**config.mk**
```make
export PLATFORM = sky130hd
export DESIGN_NAME = snoop_bus_arbiter
export DESIGN_NICKNAME = d
export VERILOG_FILES = /design/src/rtl/snoop_bus_arbiter.sv
export SDC_FILE = /design/constraint.sdc
export NUM_CORES = 1
export LEC_CHECK = 0
export CORE_ASPECT_RATIO = 2
export CORE_MARGIN = 1
export CORE_UTILIZATION = 45
export DETAILED_ROUTE_END_ITERATION = 8
export MAX_ROUTING_LAYER = met4
export PLACE_DENSITY_LB_ADDON = 0.12
export SLEW_MARGIN = 20
export SYNTH_ARGS = -nofsm -noshare
export SYNTH_HDL_FRONTEND = slang
export SYNTH_SLANG_ARGS = --single-unit
export TNS_END_PERCENT = 100
```
**constraint.sdc**
```tcl
create_clock -name clock -period 3.9 [get_ports clock]
set_clock_uncertainty 0.2 [all_clocks]
set_input_delay 0.39 -clock clock [delete_from_list [all_inputs] [get_ports clock]]
set_output_delay 0.39 -clock clock [all_outputs]
set_load 0.02 [all_outputs]
```
**src/rtl/snoop_bus_arbiter.sv**
```systemverilog
// Snooping-bus arbiter: round-robin grant among the per-cache MSI
// controllers, one-cycle broadcast of the winner's message, optional snooper
// write-back, optional memory block fetch, then a one-cycle done pulse.
//
// Handshake: a cache raises req with its msg/addr and leaves them up until
// it sees done; the arbiter latches msg/addr on the grant edge and ignores
// later changes. mem_req is held (with mem_we/mem_addr stable) until the
// first cycle mem_ack is high; that edge completes the access.
module snoop_bus_arbiter #(
   parameter int NUM_CACHES = 4,
   parameter int SRC_W      = 2,
   parameter int ADDR_WIDTH = 8
) (
   input  logic                             clock,
   input  logic                             reset,
   input  logic [NUM_CACHES-1:0]            req,
   input  logic [2*NUM_CACHES-1:0]          req_msg,
   input  logic [ADDR_WIDTH*NUM_CACHES-1:0] req_addr,
   output logic [NUM_CACHES-1:0]            grant,
   output logic                             bus_valid,
   output logic [1:0]                       bus_msg,
   output logic [ADDR_WIDTH-1:0]            bus_addr,
   output logic [SRC_W-1:0]                 bus_src,
   input  logic [NUM_CACHES-1:0]            snoop_wb,
   output logic                             mem_req,
   output logic                             mem_we,
   output logic [ADDR_WIDTH-1:0]            mem_addr,
   input  logic                             mem_ack,
   output logic                             done,
   output logic                             err
);

   localparam logic [1:0] MSG_INV   = 2'b10;
   localparam logic [1:0] MSG_EMPTY = 2'b11;

   typedef enum logic [2:0] {
      IDLE  = 3'd0,
      BCAST = 3'd1,
      SNOOP = 3'd2,
      WB    = 3'd3,
      MEM   = 3'd4,
      DONE  = 3'd5
   } state_t;

   state_t                  state;
   state_t                  state_nxt;
   logic [SRC_W-1:0]        last_grant;
   logic [SRC_W-1:0]        src;
   logic [1:0]              msg;

   logic                    pick_valid;
   logic [SRC_W-1:0]        pick;
   logic [1:0]              pick_msg;
   logic [ADDR_WIDTH-1:0]   pick_addr;

   logic [NUM_CACHES-1:0]   wb_masked;
   logic                    wb_any;
   logic                    wb_multi;

   // Round-robin search: first requester after last_grant, wrapping around.
   always_comb begin
      int idx;
      idx        = 0;
      pick_valid = 1'b0;
      pick       = '0;
      pick_msg   = '0;
      pick_addr  = '0;
      for (int i = 1; i <= NUM_CACHES; i++) begin
         idx = int'(last_grant) + i;
         if (idx >= NUM_CACHES) idx = idx - NUM_CACHES;
         if (!pick_valid && req[idx]) begin
            pick_valid = 1'b1;
            pick       = SRC_W'(idx);
            pick_msg   = req_msg[2*idx +: 2];
            pick_addr  = req_addr[ADDR_WIDTH*idx +: ADDR_WIDTH];
         end
      end
   end

   // Snoop responses with the requester's own bit removed; more than one
   // remaining responder is a protocol error (only one may hold it exclusive).
   always_comb begin
      wb_masked = snoop_wb & ~(NUM_CACHES'(1) << src);
      wb_any    = |wb_masked;
      wb_multi  = |(wb_masked & (wb_masked - NUM_CACHES'(1)));
   end

   // Next-state decode for the transaction sequencer.
   always_comb begin
      state_nxt = state;
      case (state)
         IDLE: begin
            if (pick_valid) state_nxt = (pick_msg == MSG_EMPTY) ? DONE : BCAST;
         end
         BCAST: state_nxt = SNOOP;
         SNOOP: begin
            if (wb_any)              state_nxt = WB;
            else if (msg == MSG_INV) state_nxt = DONE;
            else                     state_nxt = MEM;
         end
         WB: begin
            if (mem_ack) state_nxt = (msg == MSG_INV) ? DONE : MEM;
         end
         MEM: begin
            if (mem_ack) state_nxt = DONE;
         end
         DONE:    state_nxt = IDLE;
         default: state_nxt = IDLE;
      endcase
   end

   // Strobes and memory controls follow directly from the current state.
   always_comb begin
      bus_valid = (state == BCAST);
      mem_req   = (state == WB) || (state == MEM);
      mem_we    = (state == WB);
      done      = (state == DONE);
   end

   // State register, transaction latch, grant, broadcast fields, sticky err.
   always_ff @(posedge clock) begin
      if (reset) begin
         state      <= IDLE;
         last_grant <= SRC_W'(NUM_CACHES - 1);
         src        <= '0;
         msg        <= '0;
         grant      <= '0;
         bus_msg    <= '0;
         bus_addr   <= '0;
         bus_src    <= '0;
         mem_addr   <= '0;
         err        <= 1'b0;
      end else begin
         state <= state_nxt;
         if (state == IDLE && pick_valid) begin
            src        <= pick;
            msg        <= pick_msg;
            mem_addr   <= pick_addr;
            last_grant <= pick;
            grant      <= NUM_CACHES'(1) << pick;
            // Empty messages are never broadcast, so the bus fields keep
            // whatever was last driven.
            if (pick_msg != MSG_EMPTY) begin
               bus_msg  <= pick_msg;
               bus_addr <= pick_addr;
               bus_src  <= pick;
            end
         end
         if (state == SNOOP && wb_multi) err <= 1'b1;
         if (state == DONE) grant <= '0;
      end
   end

endmodule
```
==> impl_metrics.ini <==
[outcome]
status = completed

[cts]
cts_made_buffers = 5
clock_latency_ns = 0.28
cts_tree = yes
htree_levels = 2
path_clk_slew_ns = 0.05
clock-sinks = 34
cts_setup_buffers = 0
max-clock-path-buffers = 2
clockRootBuffer = clkbuf_16
hold_buffers = 0
ctsResizeCount = 0

[global_route]
first_global_vias = 2647
grt_pass1_wl_mm = 12.2
grtUsageTotal_pct = 24.3
antenna_found_initial = 0
grt_start_max_net_pins = 56
gr-total-overflow = 0

[logic_synthesis]
syn_nets = 379
synth.area.top_cells = dfxtp_1, mux2_2, mux4_2
synth_common_cells = nor2_1, dfxtp_1, mux2_2
seq_area_frac_synth_pct = 23.9
synth_edf_count = 0
synthArstFlopShare_pct = 0
yosysTopAreaCell = dfxtp_1
yosysWarnings = 0
netlist.area_leader.share_pct = 23.9
ys_seq_elements = 34
syn_avg_cell_area_um2 = 8.80
yosysMostFrequentCell = nor2_1
yosys.cell_types.count = 58
syn-cell-area_mm2 = 0.00284
ys.flop_type = dfxtp_1
syn_inst = 323

[floorplanning]
die_y_um = 114
rows = 40
die_x_um = 58.2
die_area_mm2 = 0.00666
design.core.area_mm2 = 0.00606
start_util_pct = 47.0
io_pins = 80

[setup_path]
arrival_ns = 3.08
start_kind = register
r2r_slack_ns = 0.78
end_kind = register
crit_fanout = 55
ff2ff_path_depth = 8
crit_type = reg -> reg
cp-startpoint = last_grant[0]
worstReg2RegStart = last_grant[0]
worstSetupEndpoint = bus_src[0]
cp.required_ns = 3.86
r2r_end = bus_src[0]

[pwr]
power.leakage_nw = 1.46
p_per_area_mw_per_mm2 = 803
ir_drop_v = 0.000550

[placement]
hpwl_mm = 5.79
post-place-cells = 465
io_buffers = 79
gp_congestion = 0.874

[sta]
setup_viol = 0
tns_ns = 0
slew_violations = 0
fin_crit_ns = 3.12
fmax_ghz = 0.320
rsz0062_at_grt = false
tightest_slew_ns = 0.698
relSlewSlack_pct = 53.5
post-route-period-util_pct = 80.0
hold_violations = 0

[route]
drt_first_pass_iters = 4
first_iter_violations = 107
detail-route-antenna-nets = 0
drcViolationCount = 0
routed_wl_mm = 7.49
routedWlPerCell_um = 15.8
num_vias = 2729
vias_per_cell = 5.77

[final_layout]
nNetsFinal = 444
post-route-util_pct = 62.5
fin_cells = 473
antennaDiodeCount = 0
areaGrowthSynthToFinish_pct = 33.0
drive_above_1_share_pct = 17.2

[min_path]
holdPathStages = 2
hold_path_class = reg -> reg

[job]
cap_violations = 0
==> metal layers <==
layer / part of all wire, % / vias up / global-route usage [%]
li1: - / 1346 / -
met1: 39 / 1296 / 26.5
met2: 55 / 75 / 43.3
met3: 3.1 / 12 / 1.69
met4: 2.1 / 0 / 11.7
met5: 0 / - / -
==> through the flow <==
step	area [um2]	hold WS [ns]	worst slack (ns)	total power, mW
floorplan	2840	0.233	0.592	2.11
CTS	3780	0.255	0.766	3.06
detailed placement	3630	0.247	0.762	2.65
global placement	3630	0.242	0.809	2.63
global route	3780	0.276	0.594	3.26
finish	3780	0.253	0.779	3.04
==> cell usage in the layout (no fill, tap or decap), types with 8 or more instances in the layout <==
| cell | netlist | routed |
|---|---|---|
| o21ai_0 | 9 | 9 |
| a21oi_1 | 10 | 10 |
| nor2_1 | 43 | 43 |
| a211oi_1 | 8 | 8 |
| mux4_2 | 10 | 10 |
| mux2i_1 | 18 | 18 |
| clkdlybuf4s50_1 | 0 | 79 |
| mux2_2 | 25 | 25 |
| dfxtp_1 | 34 | 33 |
| a221oi_1 | 12 | 12 |
| nand2_1 | 10 | 10 |
| o21a_1 | 9 | 9 |
| nor3_1 | 12 | 12 |
==> cell type report <==
cell class	instances	area, um2
inverters	8	30.0
fillers	542	2270
clock buffers	7	143
repair buffers	84	828
clock inverters	1	5.00
well taps	84	105
flip-flops and latches	34	682
multi-input cells	255	1990
==> logic make-up after synthesis <==
logic type / after synthesis / share of synthesized area [%]
AO/OA/AOI/OAI: 94 / 25.0
flip-flops: 34 / 23.9
multiplexers: 53 / 24.2
buffers and inverters: 34 / 6.12
AND/OR/NAND/NOR: 103 / 18.6
adder cells (fa/ha/maj): 5 / 2.20
==> worst max-delay path: stages, from the launching register on <==
cell and delay [ns]:
dfxtp_2 0.32, buf_4 0.55, mux4_2 0.68, a21oi_2 0.14, and3_4 0.30, a221oi_2 0.14
o21ai_4 0.36, mux2i_1 0.24, nor2_1 0.06
==> worst min path at each step <==
stage | to | startpoint
6_report | err | err
5_1_grt | msg[1] | msg[1]
4_1_cts | err | err
3_5_place_dp | err | err
3_3_place_gp | err | err
2_1_floorplan | msg[1] | msg[1]
==> state kept, by name (all words and copies together), names as in the netlist <==
signal / count
bus_addr: 8
bus_msg: 2
bus_src: 2
err: 1
grant: 4
last_grant: 2
mem_addr: 8
msg: 2
src: 2
state: 3
==> power by group <==
group | internal (mW) | switching, mW | total [mW]
Combinational | 0.932 | 1.12 | 2.05
Sequential | 0.493 | 0.108 | 0.601
Clock | 0.253 | 0.137 | 0.389
Total | 1.68 | 1.36 | 3.04
(Power assumes the default switching activity.)
